$ cat src/rtl/fp_mult_pkg.sv
// Shared defaults and status-flag layout for the multiplier drain buffer.
package fp_mult_pkg;

    localparam int LATENCY_DEF = 3;
    localparam int DEPTH_DEF   = 4;
    localparam int DATA_W      = 32;
    localparam int ENTRY_W     = DATA_W + 3;

    // Field order matches the external {exception, overflow, underflow} bus.
    typedef struct packed {
        logic exception;
        logic overflow;
        logic underflow;
    } fp_flags_t;

endpackage

$ cat src/rtl/fp_mult_drain_if.sv
// Issue/result handshake bundle between multiplier front end, drain buffer and consumer.
interface fp_mult_drain_if;
    import fp_mult_pkg::*;

    logic              issue_valid;
    logic              issue_ready;
    logic [DATA_W-1:0] mul_result;
    logic              mul_exception;
    logic              mul_overflow;
    logic              mul_underflow;
    logic              out_valid;
    logic              out_ready;
    logic [DATA_W-1:0] out_data;
    fp_flags_t         out_flags;
    fp_flags_t         sticky_flags;
    logic              clear_sticky;
    logic [15:0]       result_count;

    modport slave (
        input  issue_valid, mul_result, mul_exception, mul_overflow, mul_underflow,
               out_ready, clear_sticky,
        output issue_ready, out_valid, out_data, out_flags, sticky_flags, result_count
    );

    modport master (
        output issue_valid, mul_result, mul_exception, mul_overflow, mul_underflow,
               out_ready, clear_sticky,
        input  issue_ready, out_valid, out_data, out_flags, sticky_flags, result_count
    );

endinterface

$ cat src/rtl/fp_drain_fifo.sv
// Result storage for the drain buffer: DEPTH entries of {flags, data}, FIFO order.
module fp_drain_fifo
    import fp_mult_pkg::*;
#(
    parameter int DEPTH = DEPTH_DEF,
    parameter int W     = ENTRY_W,
    localparam int PW   = $clog2(DEPTH),
    localparam int CW   = $clog2(DEPTH) + 1
) (
    input  logic          clk,
    input  logic          reset,
    input  logic          push,
    input  logic [W-1:0]  wdata,
    input  logic          pop,
    output logic [W-1:0]  rdata,
    output logic          empty,
    output logic [CW-1:0] count
);

    logic [W-1:0]  mem [DEPTH];
    logic [PW-1:0] wr_ptr;
    logic [PW-1:0] rd_ptr;

    // Pointers are PW bits wide, so DEPTH being a power of two gives the wrap for free.
    always_ff @(posedge clk) begin
        if (reset) begin
            wr_ptr <= '0;
            rd_ptr <= '0;
            count  <= '0;
        end else begin
            if (push) wr_ptr <= wr_ptr + 1'b1;
            if (pop)  rd_ptr <= rd_ptr + 1'b1;
            case ({push, pop})
                2'b10:   count <= count + 1'b1;
                2'b01:   count <= count - 1'b1;
                default: count <= count;
            endcase
        end
    end

    always_ff @(posedge clk) begin
        if (!reset && push) mem[wr_ptr] <= wdata;
    end

    assign empty = (count == '0);
    // Head reads as zero when empty so stale storage never leaks onto the bus.
    assign rdata = empty ? '0 : mem[rd_ptr];

endmodule

$ cat src/rtl/fp_mult_drain.sv
// Credit-based drain buffer behind a fixed-latency, non-stallable FP multiplier.
// Optional sticky status accumulation is built when FP_DRAIN_STICKY_EN is defined.
module fp_mult_drain
    import fp_mult_pkg::*;
#(
    parameter int DEPTH   = DEPTH_DEF,
    parameter int LATENCY = LATENCY_DEF
) (
    input  logic            clk,
    input  logic            reset,
    fp_mult_drain_if.slave  bus
);

    localparam int CW = $clog2(DEPTH) + 1;
    localparam int SW = $clog2(DEPTH + LATENCY + 1) + 1;

    logic [LATENCY-1:0] inflight;
    logic               accept;
    logic               capture;
    logic               pop;
    logic               empty;
    logic [CW-1:0]      occ;
    logic [SW-1:0]      inflight_cnt;
    logic [SW-1:0]      outstanding;
    logic [ENTRY_W-1:0] head;
    logic [15:0]        result_count_q;

    assign accept  = bus.issue_valid && bus.issue_ready;
    assign capture = inflight[LATENCY-1];
    assign pop     = bus.out_valid && bus.out_ready;

    always_ff @(posedge clk) begin
        if (reset) inflight <= '0;
        else       inflight <= (inflight << 1) | LATENCY'(accept);
    end

    always_comb begin
        inflight_cnt = '0;
        for (int i = 0; i < LATENCY; i++)
            inflight_cnt = inflight_cnt + SW'(inflight[i]);
    end

    // Credit counts every result already owed to the buffer; a pop this cycle
    // frees its slot only from the next cycle on.
    assign outstanding     = SW'(occ) + inflight_cnt;
    assign bus.issue_ready = outstanding < SW'(DEPTH);

    fp_drain_fifo #(.DEPTH(DEPTH), .W(ENTRY_W)) u_fifo (
        .clk   (clk),
        .reset (reset),
        .push  (capture),
        .wdata ({bus.mul_exception, bus.mul_overflow, bus.mul_underflow, bus.mul_result}),
        .pop   (pop),
        .rdata (head),
        .empty (empty),
        .count (occ)
    );

    assign bus.out_valid = !empty;
    assign bus.out_data  = head[DATA_W-1:0];
    assign bus.out_flags = fp_flags_t'(head[ENTRY_W-1:DATA_W]);

    always_ff @(posedge clk) begin
        if (reset)    result_count_q <= '0;
        else if (pop) result_count_q <= result_count_q + 16'd1;
    end
    assign bus.result_count = result_count_q;

`ifdef FP_DRAIN_STICKY_EN
    fp_flags_t sticky_q;
    fp_flags_t cap_flags;

    assign cap_flags = fp_flags_t'({bus.mul_exception, bus.mul_overflow, bus.mul_underflow});

    // A clear coinciding with a capture still keeps the bits that capture sets.
    always_ff @(posedge clk) begin
        if (reset) sticky_q <= '0;
        else       sticky_q <= fp_flags_t'((bus.clear_sticky ? 3'b000 : sticky_q) |
                                           (capture ? cap_flags : 3'b000));
    end
    assign bus.sticky_flags = sticky_q;
`else
    wire unused_clear_sticky = bus.clear_sticky;
    assign bus.sticky_flags = '0;
`endif

endmodule

$ cat src/flat_wrapper.sv
// flat-port wrapper written by rule: the top's interface ports become plain ports
module fp_mult_drain_flat import fp_mult_pkg::*;
#(
    parameter int DEPTH   = DEPTH_DEF,
    parameter int LATENCY = LATENCY_DEF
)
  (clk, reset, bus_issue_valid, bus_mul_result, bus_mul_exception, bus_mul_overflow, bus_mul_underflow, bus_out_ready, bus_clear_sticky, bus_issue_ready, bus_out_valid, bus_out_data, bus_out_flags, bus_sticky_flags, bus_result_count);
  fp_mult_drain_if bus_i ();
  input  logic clk;
  input  logic reset;
  input wire logic [$bits(bus_i.issue_valid)-1:0] bus_issue_valid;
  input wire logic [$bits(bus_i.mul_result)-1:0] bus_mul_result;
  input wire logic [$bits(bus_i.mul_exception)-1:0] bus_mul_exception;
  input wire logic [$bits(bus_i.mul_overflow)-1:0] bus_mul_overflow;
  input wire logic [$bits(bus_i.mul_underflow)-1:0] bus_mul_underflow;
  input wire logic [$bits(bus_i.out_ready)-1:0] bus_out_ready;
  input wire logic [$bits(bus_i.clear_sticky)-1:0] bus_clear_sticky;
  output wire logic [$bits(bus_i.issue_ready)-1:0] bus_issue_ready;
  output wire logic [$bits(bus_i.out_valid)-1:0] bus_out_valid;
  output wire logic [$bits(bus_i.out_data)-1:0] bus_out_data;
  output wire logic [$bits(bus_i.out_flags)-1:0] bus_out_flags;
  output wire logic [$bits(bus_i.sticky_flags)-1:0] bus_sticky_flags;
  output wire logic [$bits(bus_i.result_count)-1:0] bus_result_count;
  assign bus_i.issue_valid = bus_issue_valid;
  assign bus_i.mul_result = bus_mul_result;
  assign bus_i.mul_exception = bus_mul_exception;
  assign bus_i.mul_overflow = bus_mul_overflow;
  assign bus_i.mul_underflow = bus_mul_underflow;
  assign bus_i.out_ready = bus_out_ready;
  assign bus_i.clear_sticky = bus_clear_sticky;
  assign bus_issue_ready = bus_i.issue_ready;
  assign bus_out_valid = bus_i.out_valid;
  assign bus_out_data = bus_i.out_data;
  assign bus_out_flags = bus_i.out_flags;
  assign bus_sticky_flags = bus_i.sticky_flags;
  assign bus_result_count = bus_i.result_count;
  fp_mult_drain #(.DEPTH(DEPTH), .LATENCY(LATENCY)) u_core (.clk(clk), .reset(reset), .bus(bus_i));
endmodule
$ cat config.mk
export PLATFORM = sky130hd
export DESIGN_NAME = fp_mult_drain_flat
export DESIGN_NICKNAME = d
export VERILOG_FILES = /design/src/rtl/fp_mult_pkg.sv /design/src/rtl/fp_mult_drain_if.sv /design/src/rtl/fp_drain_fifo.sv /design/src/rtl/fp_mult_drain.sv /design/src/flat_wrapper.sv
export SDC_FILE = /design/constraint.sdc
export NUM_CORES = 1
export LEC_CHECK = 0
export ABC_AREA = 1
export BUFFER_PORTS_ARGS = -buffer_cell sky130_fd_sc_hd__buf_2
export CAP_MARGIN = 30
export CORE_ASPECT_RATIO = 0.8
export CORE_MARGIN = 2
export CORE_UTILIZATION = 34
export DETAILED_ROUTE_END_ITERATION = 6
export GPL_ROUTABILITY_DRIVEN = 0
export MAX_ROUTING_LAYER = met4
export PLACE_DENSITY = 0.51
export SLEW_MARGIN = 20
export SYNTH_ARGS = -nofsm -noshare
export SYNTH_HDL_FRONTEND = slang
export SYNTH_HIERARCHICAL = 1
export SYNTH_SLANG_ARGS = --single-unit
$ cat constraint.sdc
create_clock -name clk -period 3.2 [get_ports clk]
set_input_delay 0.16 -clock clk [delete_from_list [all_inputs] [get_ports clk]]
set_output_delay 0.16 -clock clk [all_outputs]
set_load 0.02 [all_outputs]
Word level (Yosys, flattened, before mapping)
Memory sizes are Yosys's and may differ from the RTL's. A register that Yosys moved wholly into a read port is not among the register bits.
Index checks and enable logic that the tools add are counted.

word-level totals
  register bits after elaboration = 26
  memory bits (writable) = 140
  output and inout port bits = 56
  logic and storage cells = 31
  memories = 1

operators by class
  add/sub/neg operators = 8
  order comparisons = 1
  equality and inequality tests = 2
  mux-type cells = 6
  bitwise logic cells = 1
  reductions and logical operators = 7

memories
  memory             depth  width  read ports  clocked after memory_dff  write ports  line                 text
  u_core.u_fifo.mem  4      35     1           1                         1            fp_drain_fifo.sv:20  logic [W-1:0] mem [DEPTH];

operator list
  kind                     count
  $mux W35                 1
  $add A16 B1 Y16 const B  1
  $pmux W3 S2              1
  $add A2 B1 Y2 const B    2
  $add A3 B4 Y4            1
  $add A4 B1 Y4            1
  $lt A4 B3 Y1 const B     1
  $mux W2                  2
  $add A3 B1 Y3 const B    1
  $logic_and A1 B1 Y1      3
  $logic_not A3 Y1         1
  $or A3 B1 Y3             1
  $sub A3 B1 Y3 const B    1
  $add A1 B1 Y2            1
  $eq A2 B1 Y1 const B     1
  $eq A2 B2 Y1 const B     1
  $logic_not A1 Y1         2
  $mux W1                  2
  $reduce_bool A2 Y1       1

Longest topological paths before layout
  word-level depth = 6
  mapped depth = 14

Hierarchy
The synthesis kept the hierarchy.

by module, submodules not included
  module         times used  cells each  area an instance (um^2)  sequential area each (um^2)
  fp_drain_fifo  1           505         6094.6                   4384.2
  fp_mult_drain  1           133         980.9                    380.4

Worst setup path before layout
OpenSTA, ideal clock, no wires.

  path type = reg2reg
  from = register u_core.u_fifo.wr_ptr[0]
  to = memory u_core/u_fifo/mem[2][0] (netlist bit), enable pin
  setup time = 0.427 ns
  arrival time = 2.069 ns
  slack = 0.704 ns
  stages on the path, launching flop included = 5
  cell sequence = dfxtp_1 inv_1 ha_1 inv_1 nor2_1

RTL lines
  element                 line                 text
  from (decl)             fp_drain_fifo.sv:21  logic [PW-1:0] wr_ptr;
  from (signal assigned)  fp_drain_fifo.sv:31  if (push) wr_ptr <= wr_ptr + 1'b1;
  to (decl)               fp_drain_fifo.sv:20

Straight into the memory's write port.

==> impl_results.md <==
- Die X: approximately 170 um
- Post-synthesis xor/xnor area fraction: 0%
- Setup Skew: 6.60 ps
- Syn Area/Cell: 11.1 um^2
- Layout Utilization: 42.7%
- Clock sink count: 168
- Critical path launch point type: register
- Vias: 4764
- Rows: 47
- Fillers: 1914
- Yosys warns: 6
- WP data arrival: 2140 ps
- CP required: 3040 ps
- DP HPWL: 8.96 mm
- Height of the die: 133 um
- Post-Synth Simple-Gate Area: 16.9%
- Maximum Capacitance Violations: 0
- Hold-fix buffers at CTS: 37
- Area growth from synthesis to layout: 24.0%
- Main combinational cell family by area after synthesis: simple AND/OR/NAND/NOR gates
- Post-placement cell count: 979
- Async SR Flop Fraction: 0%
- Drt via density: 4.54
- Fmax: 435 MHz
- Post-synth cell types: 34
- Crit Path Category: reg -> out
- Reg-to-Reg End: u_core/u_fifo/count[2]$_SDFFE_PP0P_
- Flop-to-flop setup slack: 1180 ps
- Relative slew slack: about 43%
- First-pass GRT wire length: 23.5 mm
- Post-synthesis cell count: 638
- Sequential area share after synthesis: about two thirds
- Hold path depth: 3
- Drt wl/cell: 14.3 um
- Total GRT Usage: 14.6%
- Tmin final: around 2300 ps
- HP Class: in -> reg
- Clock root buffer: clkbuf_16
- Final cell count without fillers: 1049
- Vias in the first global route: roughly 4700
- Post-synth EDFFs: 140
- 1st-iter DRT viols: 233
- Core Box Area: 0.0205 mm^2
- Post-DP Area: between 0.007 and 0.008 mm^2
- Number of max-slew violations in the final report: 0
- TNS Setup: 0 ps
- Io pins: 96
- Worst-Margin Slew: 849 ps
- Layout cells sized above 1: 22.8%
- CTS tree: built
- I/O Buffers: 91
- CTS Buf Count: 17
- Final Cycle Share: between 70% and 80%
- Setup Viol. Count Final: 0
- Largest net degree at the start of global routing: 71
- Final wirelength: around 15 mm
- Clk slew on worst S/H paths: 60 ps
- R2R depth: 13
- Synthesized flop and latch total: 168
- LEAKAGE: 0.00342 uW
- Critical-path maximum fanout: 46
- Hold Violations, Final: 0
- RSZ-0062 raised after global routing: false
- Reg-to-reg startpoint: u_core/u_fifo/count[2]$_SDFFE_PP0P_
- Initial antenna violation count: 1
- Final nets: 815
- Worst setup EP type: output port
- Worst hold start: bus_out_ready
- Die area: roughly 0.022 mm^2
- Total congestion overflow: 0
- Postcts setup bufs: 0
- Post-cts resize count: 0
- WHS Endpoint: u_core/bus.result_count[0]$_SDFFE_PP0P_
- DRC violations left: 0
- Synth Area in Adders: 1.80%
- Clock H-tree levels: 4
- Pwr dens: 664 mW/mm^2
- Clk_lat worst skew: 420 ps
- Outcome: complete, no violations
- Post-Syn Area: 0.00708 mm^2
- Worst vdd ir: 0.000321 V
- Final instance area: 0.00877 mm^2
- Starting Density: 34.5%
- Top_reg_cell synth: edfxtp_1
- Mux contribution to synthesized area: 0%
- Synth Area in Compound Gates: 8.82%
- TritonRoute pass-1 iters: 4
- Clk buf depth: 2
- Min Hold Slack: between 80 and 90 ps
- Final ANT Viol Nets: 0
-- final cells by class --
| class | count | area (um^2) | area share [%] |
|---|---|---|---|
| antenna | 1 | 2.50 | 0.0285 |
| clock buffer | 20 | 437 | 4.98 |
| clock inverter | 12 | 153 | 1.74 |
| inverter | 41 | 156 | 1.78 |
| multi-input combinational | 402 | 1990 | 22.6 |
| sequential | 168 | 4770 | 54.3 |
| tap | 269 | 337 | 3.84 |
| timing repair buffer | 136 | 936 | 10.7 |
-- where the power goes --
| part | internal (uW) | leakage (uW) | switching [uW] |
|---|---|---|---|
| Clock | 1220 | 0.000268 | 794 |
| Combinational | 399 | 0.00167 | 973 |
| Sequential | 2410 | 0.00149 | 31.1 |
-- worst max-delay path: stages, from the launching register on --
cell and delay [ps]:
dfxtp_1 310, inv_2 600, buf_4 350, nor2_1 70
o21ai_1 100, a21oi_2 80, buf_2 190
-- state kept, by name, indices dropped and copies added, names as in the netlist, named ones only --
signal	flops
u_core/u_fifo/rd_ptr	2
u_core/u_fifo/count	3
u_core/u_fifo/mem	140
u_core/inflight	3
u_core/bus.result_count	16
u_core/u_fifo/wr_ptr	2
-- placed cells by master, fill, tap and decap left out, drive strengths merged, types with 7 or more instances in the layout --
cell type / netlist / final
edfxtp: 140 / 140
o21ai: 47 / 47
nor2: 99 / 99
inv: 41 / 41
dfxtp: 28 / 28
nand2: 171 / 171
buf: 23 / 99
clkbuf: 6 / 20
a21oi: 53 / 53
nand3: 9 / 9
dlygate4sd3: 0 / 37
ha: 7 / 7
-- worst max path at each step --
| stage | startpoint | end | slack (ps) | cells after the start |
|---|---|---|---|---|
| 5_1_grt | register | bus_out_data[22] | 750 | 6 |
| 3_5_place_dp | u_core/u_fifo/count[2]$_SDFFE_PP0P_ | u_core/u_fifo/count[2]$_SDFFE_PP0P_ | 1230 | 13 |
| 2_1_floorplan | u_core/u_fifo/wr_ptr[0]$_SDFFE_PP0P_ | u_core/u_fifo/mem[2][0]$_DFFE_PP_ | 700 | 4 |
| 6_report | register | bus_out_data[22] | 900 | 6 |
| 4_1_cts | register | bus_out_data[15] | 830 | 6 |
| 3_3_place_gp | u_core/u_fifo/count[2]$_SDFFE_PP0P_ | u_core/u_fifo/count[2]$_SDFFE_PP0P_ | 1220 | 13 |
-- cells by family (layout without fill, tap and decap cells) --
kind of cell	count (synthesis)	count (layout)
other	1	4
DFF	168	168
AOI/OAI and AO/OA	102	102
buffers and inverters	70	209
and+or+nand+nor	288	288
adders and majority gates	9	9
-- synthesized netlist by cell type (2+ instances only) --
cell	instances	area [um^2]
clkbuf_1	6	22.5
nand4_1	5	31.3
o21ai_0	6	30.0
fa_1	2	40.0
buf_2	6	30.0
buf_4	8	60.1
nor2_4	2	22.5
nor2_1	93	349
o21ai_1	41	205
nand3_1	7	35.0
ha_1	7	87.6
a21oi_2	29	254
edfxtp_1	140	4200
inv_2	5	18.8
buf_6	8	90.1
a21oi_1	24	120
nor2_2	3	18.8
nand2_1	169	634
dfxtp_1	28	561
inv_1	35	131
-- per-stage QoR --
stage	total power [uW]	setup WS [ps]
floorplan	3490	704
CTS	5910	832
global route	6110	746
finish	5830	902
detailed placement	3840	1230
global placement	3820	1220
-- per-layer routing --
layer | wire length (um) | GRT usage, % | vias to the layer above
met4 | 120 | 3.67 | 0
met3 | 915 | 4.76 | 10
met5 | 0 | - | -
met2 | 7090 | 23.5 | 105
met1 | 6860 | 17.8 | 2251
li1 | - | - | 2398
Power figures use the tool's default switching activity.
